File: src/rtl/gcm_pkg.sv
// gcm_pkg: shared constants for the AES-GCM egress path.
//   Block/word geometry, m_type encodings, unpacker FSM state encodings,
//   and a helper that selects one 32-bit word of a 128-bit block, MSB word first.
package gcm_pkg;

  localparam int BLK_W         = 128;
  localparam int WORD_W        = 32;
  localparam int WORDS_PER_BLK = 4;

  localparam logic [1:0] LAST_WORD = 2'(WORDS_PER_BLK - 1);

  localparam logic TYPE_CT  = 1'b0;
  localparam logic TYPE_TAG = 1'b1;

  localparam logic [0:0] S_CT  = 1'b0;
  localparam logic [0:0] S_TAG = 1'b1;

  // Word 0 is the most significant 32 bits of the block.
  function automatic logic [WORD_W-1:0] blk_word(input logic [BLK_W-1:0] blk,
                                                 input logic [1:0]       idx);
    logic [WORD_W-1:0] w;
    case (idx)
      2'd0:    w = blk[127:96];
      2'd1:    w = blk[95:64];
      2'd2:    w = blk[63:32];
      default: w = blk[31:0];
    endcase
    return w;
  endfunction

endpackage

File: src/rtl/gcm_blk_fifo.sv
// gcm_blk_fifo: synchronous first-word-fall-through FIFO of 128-bit blocks.
//   clk      clock
//   rst      synchronous active-low reset (empties the FIFO)
//   wr_en    push wr_data (accepted when not full, or when full with a same-cycle pop)
//   wr_data  block to push
//   rd_en    pop the head block (ignored when empty)
//   rd_data  head block, valid whenever empty=0
//   count    occupancy in blocks
//   full     count == DEPTH
//   empty    count == 0
module gcm_blk_fifo
  import gcm_pkg::*;
#(
  parameter int DEPTH = 16,
  parameter int CNT_W = $clog2(DEPTH) + 1
) (
  input  logic             clk,
  input  logic             rst,
  input  logic             wr_en,
  input  logic [BLK_W-1:0] wr_data,
  input  logic             rd_en,
  output logic [BLK_W-1:0] rd_data,
  output logic [CNT_W-1:0] count,
  output logic             full,
  output logic             empty
);

  localparam int PTR_W = $clog2(DEPTH);

  logic [BLK_W-1:0] mem [DEPTH];
  logic [PTR_W-1:0] wr_ptr;
  logic [PTR_W-1:0] rd_ptr;
  logic             do_rd;
  logic             do_wr;

  assign empty   = (count == '0);
  assign full    = (count == CNT_W'(DEPTH));
  assign do_rd   = rd_en && !empty;
  // When full, the slot under wr_ptr is the head being popped this cycle,
  // so overwriting it is safe.
  assign do_wr   = wr_en && (!full || do_rd);
  assign rd_data = mem[rd_ptr];

  always_ff @(posedge clk) begin
    if (do_wr) begin
      mem[wr_ptr] <= wr_data;
    end
  end

  always_ff @(posedge clk) begin
    if (!rst) begin
      wr_ptr <= '0;
      rd_ptr <= '0;
      count  <= '0;
    end else begin
      if (do_wr) wr_ptr <= wr_ptr + 1'b1;
      if (do_rd) rd_ptr <= rd_ptr + 1'b1;
      case ({do_wr, do_rd})
        2'b10:   count <= count + 1'b1;
        2'b01:   count <= count - 1'b1;
        default: count <= count;
      endcase
    end
  end

endmodule

File: src/rtl/gcm_egress_unpacker.sv
// gcm_egress_unpacker: buffers ciphertext blocks and the tag from the AES-GCM
// core and serialises them onto a 32-bit valid/ready stream, MSB word first,
// with the 4 tag words following the last CT block of their message.
//   clk, rst             clock, synchronous active-low reset
//   ct_data/ct_valid     128-bit CT block strobe from the core
//   tag_in/tag_valid     128-bit tag strobe from the core
//   verify_en/exp_tag    optional compare of tag_in against exp_tag at capture
//   m_data/m_valid/m_ready  output word stream
//   m_type               0 = CT word, 1 = tag word
//   m_last               high on the 4th tag word
//   auth_done/auth_ok    compare pulse / held result
//   ovf_err              sticky: [0] CT block dropped, [1] tag dropped
//
// state | meaning
// S_CT  | presenting head FIFO block words (idle when FIFO empty)
// S_TAG | presenting the pending tag words 0..3
module gcm_egress_unpacker
  import gcm_pkg::*;
#(
  parameter int FIFO_DEPTH = 16,
  parameter int CNT_W      = $clog2(FIFO_DEPTH) + 1
) (
  input  logic              clk,
  input  logic              rst,
  input  logic [BLK_W-1:0]  ct_data,
  input  logic              ct_valid,
  input  logic [BLK_W-1:0]  tag_in,
  input  logic              tag_valid,
  input  logic              verify_en,
  input  logic [BLK_W-1:0]  exp_tag,
  output logic [WORD_W-1:0] m_data,
  output logic              m_valid,
  input  logic              m_ready,
  output logic              m_type,
  output logic              m_last,
  output logic              auth_done,
  output logic              auth_ok,
  output logic [1:0]        ovf_err
);

  logic [0:0]       state, state_n;
  logic [1:0]       word_idx, word_idx_n;
  logic [BLK_W-1:0] tag_reg;
  logic             tag_pend, tag_pend_n;
  logic [CNT_W-1:0] tag_pos, tag_pos_n;
  logic [CNT_W-1:0] count_n;

  logic [BLK_W-1:0] fifo_head;
  logic [CNT_W-1:0] fifo_count;
  logic             fifo_full;
  logic             fifo_empty;

  logic word_pop, blk_pop, tag_done, push, capture;

  gcm_blk_fifo #(
    .DEPTH (FIFO_DEPTH),
    .CNT_W (CNT_W)
  ) u_fifo (
    .clk     (clk),
    .rst     (rst),
    .wr_en   (push),
    .wr_data (ct_data),
    .rd_en   (blk_pop),
    .rd_data (fifo_head),
    .count   (fifo_count),
    .full    (fifo_full),
    .empty   (fifo_empty)
  );

  assign m_valid  = (state == S_TAG) || !fifo_empty;
  assign m_type   = (state == S_TAG) ? TYPE_TAG : TYPE_CT;
  assign m_last   = (state == S_TAG) && (word_idx == LAST_WORD);
  assign m_data   = (state == S_TAG) ? blk_word(tag_reg, word_idx) :
                    fifo_empty       ? '0 : blk_word(fifo_head, word_idx);

  assign word_pop = m_valid && m_ready;
  assign blk_pop  = (state == S_CT)  && word_pop && (word_idx == LAST_WORD);
  assign tag_done = (state == S_TAG) && word_pop && (word_idx == LAST_WORD);
  assign push     = ct_valid && (!fifo_full || blk_pop);
  assign capture  = tag_valid && !tag_pend;

  always_comb begin
    count_n = fifo_count;
    if (push && !blk_pop) count_n = fifo_count + 1'b1;
    if (blk_pop && !push) count_n = fifo_count - 1'b1;
  end

  // tag_pos counts the CT blocks still ahead of the pending tag.
  always_comb begin
    tag_pos_n = tag_pos;
    if (capture) begin
      tag_pos_n = count_n;
    end else if (tag_pend && blk_pop && (tag_pos != '0)) begin
      tag_pos_n = tag_pos - 1'b1;
    end
  end

  always_comb begin
    tag_pend_n = tag_pend;
    if (capture)  tag_pend_n = 1'b1;
    if (tag_done) tag_pend_n = 1'b0;
  end

  assign word_idx_n = word_pop ? word_idx + 1'b1 : word_idx;

  // Decide on next-cycle values so the switch to S_TAG happens in the same
  // edge that dequeues the last block ahead of the tag; the FSM never shows
  // a CT word it would then have to withdraw.
  always_comb begin
    state_n = state;
    case (state)
      S_CT:    if (tag_pend_n && (tag_pos_n == '0) && (word_idx_n == 2'd0)) state_n = S_TAG;
      default: if (tag_done) state_n = S_CT;
    endcase
  end

  always_ff @(posedge clk) begin
    if (!rst) begin
      state     <= S_CT;
      word_idx  <= 2'd0;
      tag_reg   <= '0;
      tag_pend  <= 1'b0;
      tag_pos   <= '0;
      auth_done <= 1'b0;
      auth_ok   <= 1'b0;
      ovf_err   <= 2'b00;
    end else begin
      state     <= state_n;
      word_idx  <= word_idx_n;
      tag_pend  <= tag_pend_n;
      tag_pos   <= tag_pos_n;
      if (capture) tag_reg <= tag_in;
      auth_done <= capture && verify_en;
      if (capture && verify_en) auth_ok <= (tag_in == exp_tag);
      if (ct_valid && !push)    ovf_err[0] <= 1'b1;
      if (tag_valid && tag_pend) ovf_err[1] <= 1'b1;
    end
  end

endmodule

File: config.mk
export PLATFORM = sky130hd
export DESIGN_NAME = gcm_egress_unpacker
export DESIGN_NICKNAME = d
export VERILOG_FILES = /design/src/rtl/gcm_pkg.sv /design/src/rtl/gcm_blk_fifo.sv /design/src/rtl/gcm_egress_unpacker.sv
export SDC_FILE = /design/constraint.sdc
export NUM_CORES = 2
export LEC_CHECK = 0
export CORE_MARGIN = 2
export CORE_UTILIZATION = 64
export DETAILED_ROUTE_END_ITERATION = 6
export PLACE_DENSITY_LB_ADDON = 0.12
export SETUP_SLACK_MARGIN = 0.5
export SLEW_MARGIN = 5
export SYNTH_ARGS = -nofsm -noshare
export SYNTH_HDL_FRONTEND = slang
export SYNTH_SLANG_ARGS = --single-unit
export TNS_END_PERCENT = 20
File: constraint.sdc
create_clock -name clk -period 30 [get_ports clk]
set_input_delay 6 -clock clk [delete_from_list [all_inputs] [get_ports clk]]
set_output_delay 6 -clock clk [all_outputs]
set_load 0.005 [all_outputs]
==> results.md <==
* Largest net degree at the start of global routing at about 110
* CP endpoint kind: output pin
* Reg-to-Reg Start: word_idx[1]
* Total Neg Setup Slack at 0 ns
* Net Sw Frac at 21.6%
* RSZ-0062 raised after global routing: no
* Post-synthesis sequential area ratio at around 75%
* DP HPWL at 130,000 um
* Total GRT Usage at 34.6%
* Clock skew at 0.0324 ns
* Global placer's final weighted congestion at ~1
* Max FFs per register at 2,048
* Failing checks: design-rule violations
* Final Hold Violating Endpoints at 0
* Largest family of logic cells by synthesized area: multiplexers
* Synth cell count leaders: edfxtp_1, mux4_2, nand2_1, a22oi_1, clkbuf_1
* Power share of the combinational group at 5.9%
* YS warnings at 0
* WP data arrival at 8.15 ns
* Main synth FF type: edfxtp_1
* Clk buf depth at 3
* Met2 routed WL at 110,000 um
* Simple logic cell fraction of the synthesized area at 2.86%
* Die area at 0.137 mm2
* Setup slack, reg-to-reg at 24.38 ns
* Hold Path Origin: tag_reg[38]
* P per Cell Area at 64.4 mW/mm2
* Most frequent cell after synthesis: edfxtp_1
* Synthesis-to-finish area growth at 15.1%
* Xor and xnor area share after synthesis at 1.34%
* H-tree lvl count at 4
* Highest routed layer: met5
* Post-synth top area cell: edfxtp_1
* Final non-filler cell total at between 6k and 7k
* Post-cts resize count at 0
* Pre-antenna DRT Iters at 6
* Final min period at between 10 and 15 ns
* Seq cells post-synth at about 2.2k
* CP Max Fanout at 48
* Distinct cell type count after synthesis at 62
* Routed length on met3 at around 29,000 um
* Worst VDD drop at 0.0627 mV
* Cell Int Power at between 4 and 5 mW
* Reported max-cap violation count at 0
* Mux cell area share after synthesis at about 14%
* Hold_buf cts at 0
* Number of global-route vias before repair at between 40k and 50k
* Slew Limit Fails at 0
* Num CTS Buffers at 208
* Cell Area, Synth at 0.0856 mm2
* Root buffer cell: clkbuf_16
* Leakage at 30.6 nW
* Placed insts at 6,302
* Routed wire length per instance at 35.1 um
* CP max stage delay at 0.93 ns
* Synth top area share at 71.8%
* Post-layout util at 74.1%
* Core footprint at roughly 0.13 mm2
* Setup Crit Path Kind: register to output pin
* Post-Synth Adder-Cell Area at 0.219%
* Post-synth EDFFs at 2,048
* Seq pwr share at between 50% and 60%
* Rows at 134
* Synth Net Count at 4,687
* Synth Area in Compound Gates at 4.26%
* Clock Power Share at 40.1%
* TritonCTS clock tree: built
* First DRT Iteration DRCs at about 7.4k
* Wl on met1 at around 90,000 um
* CP dominant cell by count: buf_4
* Critical path cell sequence: buf_4, buf_4, buf_4, buf_4, buf_4, mux4_2, mux4_2, o21ai_0, o21ai_1, clkdlybuf4s50_1
* Sw power at 1.37 mW
* Hold Path Cell Cnt at 2
* Total gr overflow at 0
* Clk slew on worst S/H paths at 0.06 ns
* Starting density of the core at between 60 and 70%
* Initial antenna violation count at 44
* Post-layout total power at between 6 and 7 mW
* CP Launch Type: register
* First-pass GRT wire length at 331,000 um
* ANT nets after route at 0
* CP required at 24.00 ns
* Setup Viol. Count Final at 0
* Worst-Margin Slew at 1.28 ns
* R2r endpoint: u_fifo.mem[11][28]
* Layout cell share with drive strength beyond 1 at approximately a fifth
* Mapped Cells at 4,282
* Delay-heaviest family, CP: buffers and inverters
* Synth top area cells: edfxtp_1, mux4_2, dfxtp_1
* Total Wirelength at 235,000 um
* Mean Syn Cell Area at 20.0 um2
* Post-synth ARST share at 0%
* Status: finished with violations
* Number of vias per cell at roughly 7.0
* Num Clock Sinks at between 2k and 2.5k
* Tcrit/Tclk final at 47.2%
* DRC at 3
* Clock Latency Late Sink at slightly above 0.8 ns
* Layout Nets at 5,149
* # Post-CTS Setup Buffers at 0
* Slowest-stage cell, CP: dfxtp_4
* I/O pins at 429
* FF-to-FF path depth at 8
* Die Ht at roughly 370 um
* Die extent in x at ~370 um
* CP bufs+invs at 6
* Relative slew slack at 14.4%
* Critical path depth at 10
* WHS Endpoint: tag_reg[38]
* Hold crit path type: register to register
* Via count at 46.8k
* F_max at 70.7 MHz
* IO Port Bufs at 428
[area by class of cell]
| class | count | area [um2] |
|---|---|---|
| well taps | 1768 | 2210 |
| diodes | 21 | 52.6 |
| inverters | 25 | 98.8 |
| repair buffers | 513 | 5030 |
| multi-input cells | 1790 | 19900 |
| clock buffers | 264 | 5490 |
| clock inverters | 122 | 1120 |
| fillers | 7548 | 34500 |
| flip-flops and latches | 2206 | 64700 |
[through the flow]
stage	setup WS [ns]	hold WS [ns]	cell area [um2]
2_1_floorplan	13.39	0.436	85600
3_3_place_gp	16.46	0.441	92000
3_5_place_dp	16.45	0.446	92000
4_1_cts	15.58	0.455	98600
5_1_grt	15.01	0.472	98600
6_report	15.85	0.454	98600
[power by group through the flow]
stage | registers [mW] | clock network, mW | logic (mW)
after detailed placement | 3.49 | 0 | 0.368
after floorplan | 3.49 | 0 | 0.141
after global placement | 3.49 | 0 | 0.364
final | 3.42 | 2.55 | 0.376
after global routing | 3.43 | 2.69 | 0.391
after CTS | 3.42 | 2.57 | 0.371
[worst max path at each step]
stage | startpoint | end
floorplan | ct_valid | u_fifo.mem[3][0]
global placement | register | m_data[29]
detailed placement | register | m_data[29]
CTS | register | m_data[29]
global route | register | m_data[29]
finish | register | m_data[31]
[worst register-to-register path, cell delays in order, from the launching register on]
cell and delay [ns]:
dfxtp_1 0.44, ha_1 0.31, nand3b_1 0.32, a31oi_1 0.69, nand2_1 0.43, nor2_4 0.45, buf_4 0.87, buf_4 0.92
buf_4 0.73
[metal layers]
metal	GRT usage, %	up-vias
met2	51.6	3378
met4	12.0	26
met3	8.76	423
li1	-	18600
met1	50.8	24300
met5	0	-
[cell families after synthesis]
kind of cell    Yosys count
buf+inv                 286
compound gates          531
simple gates            563
mux                     550
flops                  2206
xor+xnor                131
fa+ha+maj                15
[cell usage in the layout (no fill, tap or decap), types with 9 or more instances in the layout]
cell type	netlist	final
nor2_4	0	13
xor2_1	21	21
diode_2	0	21
bufinv_16	0	15
mux4_2	544	544
dfxtp_1	158	154
a222oi_1	64	64
a21oi_1	138	138
ha_1	15	12
nor4_1	13	13
a22oi_1	193	193
o21ai_0	37	37
clkbuf_16	0	209
buf_4	4	76
o21ai_1	32	32
clkbuf_1	165	50
nand2_1	395	395
buf_12	0	9
clkinv_2	0	46
edfxtp_1	2048	2048
o211ai_1	35	35
nand4_1	31	31
clkdlybuf4s50_1	0	428
and2_1	35	34
nor3_1	13	9
inv_1	23	22
xnor2_1	110	110
clkinv_1	1	44
nor2_1	43	29
No activity file was read; power rests on OpenSTA's default activity.
